$ cat src/rtl/hwpe_stream_addressgen_v5_pkg.sv
// Shared types for the N-dimensional streaming address generator:
// per-dimension stride config, run control and status flags.
package hwpe_stream_addressgen_v5_pkg;

    localparam int HWPE_STREAM_ADDRESSGEN_V5_MAX_DIMS = 8;

    typedef struct packed {
        logic               enable;
        logic [31:0]        len;
        logic signed [32:0] stride;
    } stride_addressgen_v4_t;

    typedef struct packed {
        logic [31:0] base_addr;
        logic [31:0] tot_len;
    } ctrl_addressgen_v5_t;

    typedef struct packed {
        logic done;
        logic busy;
    } flags_addressgen_v5_t;

endpackage

$ cat src/rtl/hwpe_stream_addressgen_v5_dimcnt.sv
// One loop-dimension counter: wraps to zero or increments, and reports
// when it sits on the last iteration of its (effective) length.
module hwpe_stream_addressgen_v5_dimcnt
    import hwpe_stream_addressgen_v5_pkg::*;
#(
    parameter int CNT_WIDTH = 32
) (
    input  logic                 clk_i,
    input  logic                 rst_i,
    input  logic                 clear_i,
    input  logic                 inc_i,
    input  logic                 wrap_i,
    input  logic [CNT_WIDTH-1:0] len_i,
    output logic                 is_last_o
);

    logic [CNT_WIDTH-1:0] cnt_q, cnt_d;

    always_comb begin
        cnt_d = cnt_q;
        if (wrap_i) begin
            cnt_d = '0;
        end else if (inc_i) begin
            cnt_d = cnt_q + CNT_WIDTH'(1);
        end
    end

    always_ff @(posedge clk_i) begin
        if (rst_i || clear_i) begin
            cnt_q <= '0;
        end else begin
            cnt_q <= cnt_d;
        end
    end

    assign is_last_o = (cnt_q == len_i - CNT_WIDTH'(1));

endmodule

$ cat src/rtl/hwpe_stream_addressgen_v5.sv
// N-dimensional address generator: walks NB_DIMS nested loops with jump
// strides and emits one address per valid/ready handshake.
module hwpe_stream_addressgen_v5
    import hwpe_stream_addressgen_v5_pkg::*;
#(
    parameter int NB_DIMS    = 4,
    parameter int ADDR_WIDTH = 32,
    parameter int CNT_WIDTH  = 32
) (
    input  logic                              clk_i,
    input  logic                              rst_i,
    input  logic                              clear_i,
    input  logic                              start_i,
    input  ctrl_addressgen_v5_t               ctrl_i,
    input  stride_addressgen_v4_t [NB_DIMS-1:0] stride_i,
    output logic [ADDR_WIDTH-1:0]             addr_o,
    output logic                              addr_valid_o,
    input  logic                              addr_ready_i,
    output logic [NB_DIMS-1:0]                dim_last_o,
    output flags_addressgen_v5_t              flags_o
);

    localparam logic [1:0] ST_IDLE = 2'd0;
    localparam logic [1:0] ST_RUN  = 2'd1;
    localparam logic [1:0] ST_DONE = 2'd2;

    logic [1:0]            state_q, state_d;
    logic [ADDR_WIDTH-1:0] addr_q, addr_d;
    logic [ADDR_WIDTH-1:0] base_q, base_d;
    logic [CNT_WIDTH-1:0]  tot_q, tot_d;
    logic [CNT_WIDTH-1:0]  issued_q, issued_d;

    logic [CNT_WIDTH-1:0]  len_in [NB_DIMS];
    logic [CNT_WIDTH-1:0]  len_q  [NB_DIMS];
    logic [32:0]           stride_q [NB_DIMS];

    logic [NB_DIMS-1:0]    is_last;
    logic [NB_DIMS-1:0]    inc_sel, wrap_sel;
    logic [NB_DIMS-1:0]    cnt_inc, cnt_wrap;
    logic                  step_found;
    logic [32:0]           step_stride;

    logic start_ok, handshake, last_issue, advance;

    assign start_ok   = start_i && (state_q != ST_RUN);
    assign handshake  = addr_valid_o && addr_ready_i;
    assign last_issue = (issued_q + CNT_WIDTH'(1) == tot_q);
    assign advance    = handshake && !last_issue && !clear_i;

    // Innermost dimension that still has iterations left takes the step;
    // every dimension below it wraps. If none is left, all wrap.
    always_comb begin
        step_found  = 1'b0;
        step_stride = '0;
        inc_sel     = '0;
        wrap_sel    = '0;
        for (int d = 0; d < NB_DIMS; d++) begin
            if (!step_found) begin
                if (!is_last[d]) begin
                    inc_sel[d]  = 1'b1;
                    step_found  = 1'b1;
                    step_stride = stride_q[d];
                end else begin
                    wrap_sel[d] = 1'b1;
                end
            end
        end
    end

    genvar gi;
    generate
        for (gi = 0; gi < NB_DIMS; gi++) begin : g_dim
            // Dim 0 is always active; its enable bit has no effect.
            assign len_in[gi] = ((stride_i[gi].enable || (gi == 0)) && (stride_i[gi].len != '0))
                              ? CNT_WIDTH'(stride_i[gi].len) : CNT_WIDTH'(1);

            always_ff @(posedge clk_i) begin
                if (rst_i || clear_i) begin
                    len_q[gi]    <= '0;
                    stride_q[gi] <= '0;
                end else if (start_ok) begin
                    len_q[gi]    <= len_in[gi];
                    stride_q[gi] <= stride_i[gi].stride;
                end
            end

            assign cnt_inc[gi]  = advance && inc_sel[gi];
            assign cnt_wrap[gi] = start_ok || (advance && wrap_sel[gi]);

            hwpe_stream_addressgen_v5_dimcnt #(
                .CNT_WIDTH (CNT_WIDTH)
            ) i_dimcnt (
                .clk_i     (clk_i),
                .rst_i     (rst_i),
                .clear_i   (clear_i),
                .inc_i     (cnt_inc[gi]),
                .wrap_i    (cnt_wrap[gi]),
                .len_i     (len_q[gi]),
                .is_last_o (is_last[gi])
            );
        end
    endgenerate

    always_comb begin
        state_d  = state_q;
        addr_d   = addr_q;
        base_d   = base_q;
        tot_d    = tot_q;
        issued_d = issued_q;
        if (start_ok) begin
            base_d   = ADDR_WIDTH'(ctrl_i.base_addr);
            addr_d   = ADDR_WIDTH'(ctrl_i.base_addr);
            tot_d    = CNT_WIDTH'(ctrl_i.tot_len);
            issued_d = '0;
            state_d  = (ctrl_i.tot_len == '0) ? ST_DONE : ST_RUN;
        end else if (handshake) begin
            issued_d = issued_q + CNT_WIDTH'(1);
            if (last_issue) begin
                state_d = ST_DONE;
            end else if (step_found) begin
                addr_d = addr_q + ADDR_WIDTH'(step_stride);
            end else begin
                addr_d = base_q;
            end
        end
    end

    always_ff @(posedge clk_i) begin
        if (rst_i || clear_i) begin
            state_q  <= ST_IDLE;
            addr_q   <= '0;
            base_q   <= '0;
            tot_q    <= '0;
            issued_q <= '0;
        end else begin
            state_q  <= state_d;
            addr_q   <= addr_d;
            base_q   <= base_d;
            tot_q    <= tot_d;
            issued_q <= issued_d;
        end
    end

    assign addr_o        = addr_q;
    assign addr_valid_o  = (state_q == ST_RUN);
    assign dim_last_o    = addr_valid_o ? is_last : '0;
    assign flags_o.done  = (state_q == ST_DONE);
    assign flags_o.busy  = (state_q == ST_RUN);

endmodule

$ cat config.mk
export PLATFORM = sky130hd
export DESIGN_NAME = hwpe_stream_addressgen_v5
export DESIGN_NICKNAME = d
export VERILOG_FILES = /design/src/rtl/hwpe_stream_addressgen_v5_pkg.sv /design/src/rtl/hwpe_stream_addressgen_v5_dimcnt.sv /design/src/rtl/hwpe_stream_addressgen_v5.sv
export SDC_FILE = /design/constraint.sdc
export NUM_CORES = 1
export LEC_CHECK = 0
export BUFFER_PORTS_ARGS = -buffer_cell sky130_fd_sc_hd__buf_4
export CORE_ASPECT_RATIO = 0.9
export CORE_MARGIN = 5
export CORE_UTILIZATION = 40
export CTS_CLUSTER_DIAMETER = 30
export DETAILED_ROUTE_END_ITERATION = 10
export GPL_TIMING_DRIVEN = 0
export PLACE_DENSITY = 0.58
export SLEW_MARGIN = 10
export SYNTH_ARGS = -nofsm -noshare
export SYNTH_HDL_FRONTEND = slang
export SYNTH_SLANG_ARGS = --single-unit
$ cat constraint.sdc
create_clock -name clk_i -period 9.6 [get_ports clk_i]
set_clock_uncertainty 0.15 [all_clocks]
set_input_delay 0.48 -clock clk_i [delete_from_list [all_inputs] [get_ports clk_i]]
set_output_delay 0.48 -clock clk_i [all_outputs]
set_load 0.02 [all_outputs]
# Word level (Yosys, flattened, before mapping)
# Memory sizes are Yosys's and may differ from the RTL's.
# Cells that the tools add are included.
[totals]
ff_bits = 258
latch_bits = 0
ram_bits = 260
rom_bits = 0
in_bits = 333
output_inout_bits = 39
wordCells = 125
mem_count = 2
[mem_list]
columns = ["name", "words", "word_bits", "read_ports", "rd_ports_with_merged_regs", "wr", "line_no", "rtl"]
rows = [
  ["stride_q", 4, 33, 4, 0, 4, "hwpe_stream_addressgen_v5.sv:35", "logic [32:0] stride_q [NB_DIMS];"],
  ["len_q", 4, 32, 4, 0, 4, "hwpe_stream_addressgen_v5.sv:34", "logic [CNT_WIDTH-1:0] len_q [NB_DIMS];"],
]
[op_classes]
add_sub_neg = 10
mul = 0
n_div = 0
order_cmp = 0
n_eq_ne = 9
shift = 0
muxes = 51
bitwise_logic = 8
n_reduce_logical = 36
[op_table]
columns = ["cell", "n"]
rows = [
  ["$mux 32", 19],
  ["$add 32x1->32 const B", 5],
  ["$eq 32x32->1", 5],
  ["$mux 33", 4],
  ["$reduce_bool 32->1", 4],
  ["$sub 32x1->32 const B", 4],
  ["$add 32x32->32", 1],
  ["$logic_not 32->1", 1],
  ["$mux 1", 23],
  ["$logic_and 1x1->1", 15],
  ["$reduce_or 2->1", 5],
  ["$mux 2", 4],
  ["$or 1x1->1", 8],
  ["$logic_or 1x1->1", 5],
  ["$mux 4", 1],
  ["$reduce_and 2->1", 2],
  ["$reduce_bool 2->1", 2],
  ["$eq 2x1->1 const B", 1],
  ["$eq 2x2->1 const B", 1],
  ["$logic_not 1->1", 2],
  ["$ne 2x1->1 const B", 1],
  ["$ne 2x2->1 const B", 1],
]

# Longest topological paths before layout
# An unclocked memory read counts as a cell.
[depth]
depth_word = 15
mapped_depth = 30
mapped_depth_nobuf = 27

# Hierarchy
# A second synthesis with hierarchy kept.
[hier_totals]
cells_unflattened = 3235
area_unflattened_um2 = 29396.9
[modules_own_cells]
columns = ["mod", "n_inst", "cells_per_inst", "area_each_um2", "seq_area_each_um2"]
rows = [
  ["hwpe_stream_addressgen_v5", 1, 1892, 18948.2, 10289.9],
  ["hwpe_stream_addressgen_v5_dimcnt at g_dim[1].i_dimcnt ...", 3, 335, 2615.0, 640.6],
  ["hwpe_stream_addressgen_v5_dimcnt at g_dim[0].i_dimcnt", 1, 338, 2603.7, 640.6],
]

# Least setup slack after synthesis
# OpenSTA, ideal clock, no wires.
[synth_timing]
path_type = "register to register"
from = "register state_q[1]"
to = "memory len_q[0][0], enable pin"
setup_time_ps = 719
arrival_ps = 8410
required_ps = 8731
slack_ps = 321
path_stages_with_launch = 8
path_buffers = 3
synth_period_minus_slack_ps = 9279
cell_sequence = "dfxtp_1 nand2b_1 and2_1 clkbuf_1 nor2_1 inv_1 clkbuf_1 buf_1"
[synth_lines]
columns = ["item", "line_no", "rtl"]
rows = [
  ["start, declared", "hwpe_stream_addressgen_v5.sv:27", "logic [1:0] state_q, state_d;"],
  ["start signal, assigned", "hwpe_stream_addressgen_v5.sv:136", "state_q <= state_d;"],
  ["end, declared", "hwpe_stream_addressgen_v5.sv:34", ""],
]

==> impl_metrics.yaml <==
outcome:
  status: "completed"
synthesis:
  syn-cell-area_um2: 29400
  post_synthesis_simple_gate_area_fraction_pct: 28.1
  synth.cells.most_frequent: "sky130_fd_sc_hd__nand2_1 (343), sky130_fd_sc_hd__nor2_1 (299), sky130_fd_sc_hd__dfxtp_1 (258)"
  synth-adder-area-share_pct: 1.77
  synthesized_area_fraction_occupied_by_ao_oa_aoi_and_oai_cells_pct: 12.1
  synth_top_cells_by_area: "sky130_fd_sc_hd__edfxtp_1 (26%), sky130_fd_sc_hd__dfxtp_1 (18%), sky130_fd_sc_hd__xnor2_1 (5.9%)"
  synthesis.instances: 3265
  syn-num-nets: 3639
  post-synth-top-area-cell: "sky130_fd_sc_hd__edfxtp_1"
  ys_seq_area_share_pct: 43.7
  synth_top_family_by_area: "simple AND/OR/NAND/NOR gates"
  syn_area_per_cell_um2: 9.00
  synth_edf_count: 256
  synth.yosys.warnings: 0
  yosysMostFrequentCell: "sky130_fd_sc_hd__nand2_1"
  synth_async_sr_flop_share_pct: 0
  yosys.area_share.xor_xnor_pct: 9.61
  synth.mux.area_fraction_pct: 1.36
  synth.ff_latch_count: 514
  synth_largest_type_area_fraction_pct: 26.2
  synthDistinctLibCells: 90
  ys.flop_type: "sky130_fd_sc_hd__dfxtp_1"
clock_network:
  cts.htree.levels: 3
  worst_setup_hold_path_clk_slew_ps: 50
  worstSkewPairLatency_ps: 650
  cts-resized-gates: 0
  clock_sink_count: 514
  clockBufferDepth: 3
  cts-buffers-inserted: 116
  clock_tree_from_tritoncts: "done"
  cts-root-buf: "sky130_fd_sc_hd__clkbuf_16"
worst_setup_path:
  slowest_stage: "sky130_fd_sc_hd__nor4b_1"
  reg2reg_slack_ps: 820
  crit_path_start_kind: "register"
  cp_max_fo: 10
  path_buf_inv: 3
  setup.worst_path.class: "reg -> reg"
  worst_setup_path_end_kind: "register"
  worst_path_dominant_cell_family: "simple AND/OR/NAND/NOR gates"
  cpPeakStageDelay_ps: 820
  worst-endpoint-required_ps: 10040
  critical_path_arrival_ps: 9220
global_routing:
  grt_first_pass_wirelength_mm: 152
  grt-ovfl-total: 0
  grt_pass1_vias: 27200
  antenna_found_initial: 7
  grt_max_degree: 39
  globalRouteTotalUtil_pct: 24.2
die:
  ioPinCount: 372
  die_width_um: 296
  placement_rows: 94
  core-area_um2: 72900
  die_height_um: 267
  initial_utilization_pct: 40.3
  total_die_area_um2: 79000
timing:
  rsz_0062_raised_after_global_routing: "false"
  finalSetupViolations: 0
  finalCriticalPeriod_ps: 8780
  final_max_slew_viol_count: 0
  fmax_mhz: 114
  slew_headroom_pct: 31.1
  worst-slew-pin-transition_ps: 1020
  min_period_over_period_pct: 91.5
  report.final.hold_viol_count: 0
  final.setup.worst_slack_ps: 816
power_and_ir_drop:
  vdd.ir_drop.worst_mv: 0.159
  total_power_mw: 7.50
  leakage_nw: 16.0
  cellPowerDensity_nw_per_um2: 183
cells_and_area:
  final_util_pct: 56.1
  fillers: 6502
  design.final.nets: 4445
  area_delta_synth_final_pct: 39.3
  layout-drive-gt1-share_pct: 15.8
  post-route-cell-area_um2: 40900
  finish.cell_count_without_fillers: 5142
hold_path:
  timing.hold.worst.class: "in -> reg"
place:
  io_buffers: 366
  hpwl_mm: 72.5
  pre_cts_ws_ps: 190
  routability_congestion_estimate: 0.893
  placed_area_um2: 33500
  placed_cells_incl_taps: 4599
route:
  detailroute.via_count: 28000
  post-route-drc-count: 0
  initialDrtViolationCount: 2064
  drt_first_pass_iters: 5
  detail-route-antenna-nets: 0
  vias_per_cell: 5.45
  routedWlPerCell_um: 19.4
  wl_mm: 99.5
run:
  max_cap_viol_count: 0
[cell families after synthesis]
group                    Yosys count
AND/OR/NAND/NOR                 1552
AO/OA/AOI/OAI                    561
flip-flops                       514
buffers and inverters            239
adder cells (fa/ha/maj)           41
XOR/XNOR                         319
multiplexers                      39
[cell usage in the layout, fill, tap and decap left out, types with 145 or more instances in the layout]
| cell | synthesis | layout |
|---|---|---|
| sky130_fd_sc_hd__xnor2_1 | 199 | 199 |
| sky130_fd_sc_hd__dfxtp_1 | 258 | 258 |
| sky130_fd_sc_hd__dlygate4sd3_1 | 0 | 311 |
| sky130_fd_sc_hd__clkbuf_1 | 149 | 155 |
| sky130_fd_sc_hd__a21oi_1 | 194 | 194 |
| sky130_fd_sc_hd__buf_4 | 2 | 371 |
| sky130_fd_sc_hd__nand2_1 | 343 | 343 |
| sky130_fd_sc_hd__edfxtp_1 | 256 | 256 |
| sky130_fd_sc_hd__nor2_1 | 299 | 299 |
| sky130_fd_sc_hd__and3_1 | 170 | 170 |
| sky130_fd_sc_hd__and2_1 | 145 | 145 |
[final timing paths]
check	cells after the start	startpoint	to
setup / recovery	26	len_q[2][5]	addr_o[31]
hold / removal	2	stride_i[201]	stride_q[3][3]
setup reg to reg	26	len_q[2][5]	addr_o[31]
hold reg to reg	2	base_q[9]	base_q[9]
[through the flow]
step	hold WS [ps]	TNS, ps
after global placement	293	-1064820
after CTS	1.49	0
final	29.8	0
after detailed placement	299	0
after global routing	12.4	0
after floorplan	283	0
[sequential cells by signal, indices dropped and copies added (netlist names)]
name	count
g_dim.i_dimcnt.cnt_q	128
len_q	128
stride_q	128
addr_o	32
base_q	32
issued_q	32
tot_q	32
state_q	2
[where the power goes]
part           leakage [nW]  switching [mW]  internal (mW)
logic                  8.86           0.418          0.379
registers              5.04          0.0641           2.39
clock network          2.06            1.36           2.90
[routing by layer]
layer,track usage [%],routed length [µm],vias up
met1,33.5,45000,13300
li1,-,-,13600
met4,8.67,3370,4
met3,4.07,5990,218
met5,0,24,-
met2,38.6,45200,911
[layout make-up]
| cell class | instances | area [µm²] | share of cell area [%] |
|---|---|---|---|
| multi-input cells | 2512 | 15600 | 38.1 |
| flip-flops and latches | 514 | 12900 | 31.4 |
| repair buffers | 688 | 6040 | 14.8 |
| clock buffers | 133 | 3110 | 7.60 |
| well taps | 960 | 1200 | 2.94 |
| clock inverters | 89 | 1160 | 2.84 |
| plain buffers | 176 | 713 | 1.74 |
| inverters | 63 | 236 | 0.578 |
| diodes | 7 | 17.5 | 0.0428 |
[repair_timing]
item,CTS,global route
endpoints found under the hold margin,334,1
hold buffers,310,1
setup endpoints to repair,0,1
setup buffers,0,3
No activity file was read; power rests on OpenSTA's default activity.
